## config.mk

```make
export PLATFORM = sky130hd
export DESIGN_NAME = fbg_udp_payload_framer
export DESIGN_NICKNAME = d
export VERILOG_FILES = /design/src/rtl/fbg_eth_pkg.sv /design/src/rtl/pkt_trigger_timer.sv /design/src/rtl/fbg_udp_payload_framer.sv
export SDC_FILE = /design/constraint.sdc
export NUM_CORES = 1
export LEC_CHECK = 0
export ABC_AREA = 1
export CAP_MARGIN = 10
export CELL_PAD_IN_SITES_DETAIL_PLACEMENT = 0
export CELL_PAD_IN_SITES_GLOBAL_PLACEMENT = 2
export CORE_MARGIN = 4
export CORE_UTILIZATION = 41
export CTS_CLUSTER_DIAMETER = 80
export DETAILED_ROUTE_END_ITERATION = 16
export DONT_BUFFER_PORTS = 1
export PLACE_DENSITY = 0.93
export SYNTH_ARGS = -nofsm -noshare
export SYNTH_HDL_FRONTEND = slang
export SYNTH_SLANG_ARGS = --single-unit
```

## constraint.sdc

```tcl
create_clock -name clk125m -period 8.8 [get_ports clk125m]
set_clock_uncertainty 0.2 [all_clocks]
set_input_delay 2.2 -clock clk125m [delete_from_list [all_inputs] [get_ports clk125m]]
set_output_delay 2.2 -clock clk125m [all_outputs]
set_load 0.01 [all_outputs]
```

## src/rtl/fbg_eth_pkg.sv

```systemverilog
`default_nettype none
// ============================================================
// fbg_eth_pkg : shared types and constants for the FBG UDP payload path
// Revision 1.0
// ============================================================
package fbg_eth_pkg;

    localparam int HDR_LEN = 4;
    localparam int IDX_W   = 16;

    typedef enum logic [1:0] {
        ST_IDLE      = 2'd0,
        ST_PRIME     = 2'd1,
        ST_STREAM    = 2'd2,
        ST_WAIT_DONE = 2'd3
    } frm_state_t;

    function automatic logic [15:0] calc_data_length(input int samples, input int data_w);
        return 16'(HDR_LEN + samples * (IDX_W / 8 + data_w / 8));
    endfunction

endpackage
`default_nettype wire

```

## src/rtl/pkt_trigger_timer.sv

```systemverilog
`default_nettype none
// ============================================================
// pkt_trigger_timer : enable-gated period counter with one-cycle expiry pulse
// Revision 1.0
// ============================================================
module pkt_trigger_timer #(
    parameter int TRIG_PERIOD = 31250
) (
    input  logic clk,
    input  logic rst,
    input  logic enable,
    output logic expire
);

    localparam int CNT_W = $clog2(TRIG_PERIOD);
    localparam logic [CNT_W-1:0] CNT_LAST = CNT_W'(TRIG_PERIOD - 1);

    logic [CNT_W-1:0] count;

    always_ff @(posedge clk or posedge rst) begin
        if (rst) begin
            count <= '0;
        end else if (!enable || count == CNT_LAST) begin
            count <= '0;
        end else begin
            count <= count + CNT_W'(1);
        end
    end

    assign expire = enable && (count == CNT_LAST);

endmodule
`default_nettype wire

```

## src/rtl/fbg_udp_payload_framer.sv

```systemverilog
`default_nettype none
// ============================================================
// fbg_udp_payload_framer : paced UDP payload source serving FBG spectrum slices
// Revision 1.0
// ============================================================
module fbg_udp_payload_framer
    import fbg_eth_pkg::*;
#(
    parameter int SAMPLES_PER_PKT = 300,
    parameter int PKTS_PER_FRAME  = 6,
    parameter int CHANNELS        = 1,
    parameter int DATA_W          = 16,
    parameter int ADDR_W          = 11,
    parameter int TRIG_PERIOD     = 31250
) (
    input  logic              clk125m,
    input  logic              reset,
    input  logic              enable,
    output logic              tx_en_pulse,
    input  logic              tx_done,
    input  logic              payload_req,
    output logic [7:0]        payload_dat,
    output logic [15:0]       data_length,
    output logic [ADDR_W-1:0] ram_addr,
    input  logic [DATA_W-1:0] ram_dout,
    output logic              overrun,
    output logic              short_pkt
);

    localparam int REC_LEN = IDX_W / 8 + DATA_W / 8;
    localparam logic [2:0]        REC_LAST = 3'(REC_LEN - 1);
    localparam logic [15:0]       S_LAST   = 16'(SAMPLES_PER_PKT - 1);
    localparam logic [15:0]       S_STEP   = 16'(SAMPLES_PER_PKT);
    localparam logic [ADDR_W-1:0] A_STEP   = ADDR_W'(SAMPLES_PER_PKT);
    localparam logic [7:0]        PKT_LAST = 8'(PKTS_PER_FRAME);
    localparam logic [7:0]        CH_LAST  = 8'(CHANNELS - 1);

    frm_state_t        state;
    logic              expire;
    logic [7:0]        pkt_no;
    logic [7:0]        channel;
    logic [15:0]       frame_seq;
    logic [15:0]       pkt_idx0;
    logic [ADDR_W-1:0] pkt_addr0;
    logic [15:0]       cur_idx;
    logic [15:0]       s_cnt;
    logic              in_hdr;
    logic [2:0]        pos;
    logic [DATA_W-1:0] sample;

    pkt_trigger_timer #(
        .TRIG_PERIOD (TRIG_PERIOD)
    ) u_timer (
        .clk    (clk125m),
        .rst    (reset),
        .enable (enable),
        .expire (expire)
    );

    assign data_length = calc_data_length(SAMPLES_PER_PKT, DATA_W);

    always_ff @(posedge clk125m or posedge reset) begin
        if (reset) begin
            state       <= ST_IDLE;
            tx_en_pulse <= 1'b0;
            payload_dat <= 8'h00;
            ram_addr    <= '0;
            overrun     <= 1'b0;
            short_pkt   <= 1'b0;
            pkt_no      <= 8'd1;
            channel     <= 8'd0;
            frame_seq   <= 16'd0;
            pkt_idx0    <= 16'd0;
            pkt_addr0   <= '0;
            cur_idx     <= 16'd0;
            s_cnt       <= 16'd0;
            in_hdr      <= 1'b1;
            pos         <= 3'd0;
            sample      <= '0;
        end else begin
            tx_en_pulse <= 1'b0;
            if (expire && state != ST_IDLE) begin
                overrun <= 1'b1;
            end

            case (state)
                ST_IDLE: begin
                    if (expire) begin
                        tx_en_pulse <= 1'b1;
                        state       <= ST_PRIME;
                        payload_dat <= pkt_no;
                        ram_addr    <= pkt_addr0;
                        cur_idx     <= pkt_idx0 + 16'd1;
                        s_cnt       <= 16'd0;
                        in_hdr      <= 1'b1;
                        pos         <= 3'd0;
                    end
                end

                ST_PRIME, ST_STREAM: begin
                    if (tx_done) begin
                        // Pointers stay put so the same slice is resent next trigger.
                        short_pkt   <= 1'b1;
                        payload_dat <= 8'h00;
                        state       <= ST_IDLE;
                    end else if (payload_req) begin
                        state <= ST_STREAM;
                        if (in_hdr) begin
                            if (pos != 3'd3) begin
                                pos <= pos + 3'd1;
                                case (pos)
                                    3'd0:    payload_dat <= channel;
                                    3'd1:    payload_dat <= frame_seq[7:0];
                                    default: payload_dat <= frame_seq[15:8];
                                endcase
                            end else begin
                                in_hdr      <= 1'b0;
                                pos         <= 3'd0;
                                payload_dat <= cur_idx[7:0];
                                sample      <= ram_dout;
                                if (S_LAST != 16'd0) begin
                                    ram_addr <= ram_addr + ADDR_W'(1);
                                end
                            end
                        end else if (pos != REC_LAST) begin
                            pos <= pos + 3'd1;
                            if (pos == 3'd0) begin
                                payload_dat <= cur_idx[15:8];
                                cur_idx     <= cur_idx + 16'd1;
                            end else begin
                                payload_dat <= sample[7:0];
                                sample      <= sample >> 8;
                            end
                        end else if (s_cnt != S_LAST) begin
                            // Capture this record's sample and prefetch the next one.
                            s_cnt       <= s_cnt + 16'd1;
                            pos         <= 3'd0;
                            payload_dat <= cur_idx[7:0];
                            sample      <= ram_dout;
                            if ((s_cnt + 16'd1) != S_LAST) begin
                                ram_addr <= ram_addr + ADDR_W'(1);
                            end
                        end else begin
                            payload_dat <= 8'h00;
                            state       <= ST_WAIT_DONE;
                        end
                    end
                end

                ST_WAIT_DONE: begin
                    if (tx_done) begin
                        state <= ST_IDLE;
                        if (pkt_no == PKT_LAST) begin
                            pkt_no   <= 8'd1;
                            pkt_idx0 <= 16'd0;
                            if (channel == CH_LAST) begin
                                channel   <= 8'd0;
                                pkt_addr0 <= '0;
                                frame_seq <= frame_seq + 16'd1;
                            end else begin
                                channel   <= channel + 8'd1;
                                pkt_addr0 <= pkt_addr0 + A_STEP;
                            end
                        end else begin
                            pkt_no    <= pkt_no + 8'd1;
                            pkt_idx0  <= pkt_idx0 + S_STEP;
                            pkt_addr0 <= pkt_addr0 + A_STEP;
                        end
                    end
                end

                default: state <= ST_IDLE;
            endcase
        end
    end

endmodule
`default_nettype wire

```

==> impl_metrics.csv <==
group,metric,value,unit
final_layout,finalInstanceArea,9450,um2
synthesis,synth-main-ff-cell,"dfrtp_1",
route,num_vias,7367,
pwr,p_int,0.00168,W
floorplan,ios,59,
worst_setup_path,setup.worst_path.start_class,"input port",
route,ant_nets,0,
grt,antenna_found_initial,0,
worst_setup_path,max_stage_delay,0.72,ns
synthesis,syn_area,8780,um2
synthesis,synth_top_family_by_area,"simple AND/OR/NAND/NOR gates",
grt,grt_pass1_vias,6945,
route,wl_per_cell,14.9,um
synthesis,syn_area_per_cell,7.43,um2
pwr,power.share.sequential,33.5,%
worst_setup_path,worstSetupPathType,"in -> reg",
cts,clk_path_buf_depth,2,
pwr,ir_worst_vdd,0.205,mV
sta,period_minus_slack,4.13,ns
cts,cts_buffers,17,
pwr,switchingPower,0.00140,W
cts,htree_num_levels,4,
final_layout,mostFrequentLayoutCells,"317 x nand2_1, 144 x dfrtp_1, 132 x nor2_1, 117 x inv_1, 93 x o21ai_0",
worst_setup_path,worstPathRequired,8.90,ns
final_layout,final_common_cell,"nand2_1",
sta,max_slew_margin,34.1,%
grt,overflow,0,
route,drc,0,
placement,gp_congestion,0.822,
sta,period_share,46.9,%
sta,slew_violations,0,
worst_setup_path,end_kind,"register",
placement,dpl_cell_area,8870,um2
synthesis,ys_types,47,
pwr,clockPowerShare,23.7,%
cts,path_clk_slew,0.06,ns
worst_setup_path,crit_path_top_delay_cell,"inv_1",
synthesis,synth-compound-area-share,12.0,%
synthesis,yosys.area_share.simple,30.1,%
floorplan,die_w,154,um
final_layout,syn2layout_area_growth,7.58,%
pwr,p_per_area,325,nW/um2
route,viasPerCell,5.06,
sta,hold_viol_final,0,
floorplan,die_area,23800,um2
worst_setup_path,cp_max_fo,29,
sta,setup_viol,0,
synthesis,synth_xor_area_share,4.29,%
synthesis,ys_ff_latch,146,
floorplan,dieHeight,154,um
pwr,switching_share,45.4,%
pwr,pwr-share-comb,42.7,%
synthesis,synth_edf_count,0,
floorplan,num_rows,53,
job,cap_violations,0,
outcome,status,"finished, final reports clean",
synthesis,async_reset_ff_share,100,%
grt,grt_pass1_wl,36200,um
grt,grt_max_degree,78,
cts,clock-root-buffer,"clkbuf_16",
floorplan,initial_core_util,41.8,%
worst_setup_path,cp.arrival,4.23,ns
final_layout,n_antenna_cell,0,
sta,rsz0062_at_grt,"no",
cts,cts-hold-fix-buffers,0,
placement,io_buffers,0,
final_layout,drive_gt1_share,7.20,%
cts,cts-resized-gates,0,
synthesis,synthCells,1182,
synthesis,synthAdderAreaFrac,2.56,%
route,wl,21700,um
synthesis,yosysSeqAreaShare,41.6,%
sta,setup_tns,0,ns
placement,dpl.hpwl,15600,um
final_layout,nNetsFinal,1207,
synthesis,yosysWarnings,0,
sta,fmax,242,MHz
route,first_pass_iters,5,
worst_setup_path,crit_chain,"nand2_1 > inv_1 > nand2_2 > nor3_1 > nand4_1 > xor2_1",
cts,clk-insertion-delay-late,0.42,ns
sta,worst_pin_slew,0.982,ns
hold_path,hold_class,"reg -> reg",
route,drtIter0Drc,428,
synthesis,muxShareOfSynthArea,0,%
cts,post_cts_buffers,0,
cts,cts_tree,"yes",
grt,gr-usage-all-layers,18.7,%
cts,cts_sinks,146,
floorplan,core-area,21000,um2
pwr,p_leak,4.39,nW
## cell usage after synthesis, types with 4 or more instances
master / instances / area share [%]
a21oi_1: 29 / 1.7
a22oi_1: 5 / 0.43
a31oi_1: 6 / 0.43
buf_2: 15 / 0.85
buf_4: 20 / 1.7
buf_6: 8 / 1.0
clkbuf_1: 7 / 0.30
dfrtp_1: 144 / 41
ha_1: 18 / 2.6
inv_1: 118 / 5.0
inv_2: 6 / 0.26
nand2_1: 317 / 14
nand2_2: 6 / 0.43
nand3_1: 77 / 4.4
nand3_2: 4 / 0.46
nand4_1: 22 / 1.6
nor2_1: 132 / 5.6
nor2_2: 8 / 0.57
nor2_4: 4 / 0.51
nor3_1: 26 / 1.5
nor4_1: 6 / 0.43
o211ai_1: 5 / 0.43
o21ai_0: 93 / 5.3
o21ai_1: 11 / 0.63
o21ai_2: 11 / 1.1
o31ai_1: 9 / 0.77
xnor2_1: 11 / 1.1
xor2_1: 32 / 3.2
## cell type report
class                      count  area, um2
fill                        2151      11600
multi-input combinational    874       4370
sequential                   146       3660
inverter                     126        480
clock buffer                  20        447
tap                          275        344
clock inverter                12        134
timing repair buffer           3       22.5
## metal layers
metal / part of all wire (%) / track usage (%) / vias up
met4: 1.1 / 4.16 / 0
met3: 3.2 / 4.06 / 16
met1: 49 / 26.1 / 3468
li1: - / - / 3782
met5: 0 / 0 / -
met2: 47 / 30.1 / 101
## cell families after synthesis
group           Yosys count
other cells               2
fa+ha+maj                18
buf+inv                 176
xor+xnor                 43
flops                   146
compound gates          183
simple gates            614
## worst max-delay path: cells and delay by family
family                 cells  cell delay [ns]
XOR/XNOR                   1             0.17
buffers and inverters      1             0.72
AND/OR/NAND/NOR            4             1.14
## power by group through the flow
stage,Sequential (W),Clock [W],Combinational [W]
after global routing,0.00106,0.000779,0.00150
after detailed placement,0.00104,0,0.00132
after floorplan,0.000994,0,0.00108
after global placement,0.00104,0,0.00131
after CTS,0.00103,0.000748,0.00132
final,0.00103,0.000729,0.00131
## metrics by stage
step	setup WS (ns)	std cells	hold slack, ns	total power [W]	utilization [%]
after detailed placement	4.24	1424	0.256	0.00236	42.2
after global placement	4.31	1424	0.255	0.00235	42.2
after global routing	4.37	1456	0.291	0.00334	45.0
after floorplan	2.48	1196	0.237	0.00207	-
after CTS	4.68	1456	0.273	0.00310	45.0
final	4.67	1456	0.271	0.00307	45.0
## registers in the layout (all words and copies together), names as in the netlist, 2 cells and up
register and count:
cur_idx 16, frame_seq 16, s_cnt 16, sample 16, u_timer.count 15, pkt_idx0 14
ram_addr 11, pkt_addr0 9, channel 8, payload_dat 8, pkt_no 8, pos 3
state 2
## worst paths after layout
check	to	slack, ns	startpoint	cells past startpoint
max	channel[6]	4.67	tx_done	6
min	frame_seq[15]	0.27	frame_seq[15]	1
min in group asynchronous	s_cnt[7]	1.52	reset	1
max in group asynchronous	cur_idx[12]	5.48	reset	2
min reg2reg	frame_seq[15]	0.27	frame_seq[15]	1
max reg2reg	s_cnt[8]	5.59	state[0]	10
Note: power is estimated with default switching activity, not from simulation.
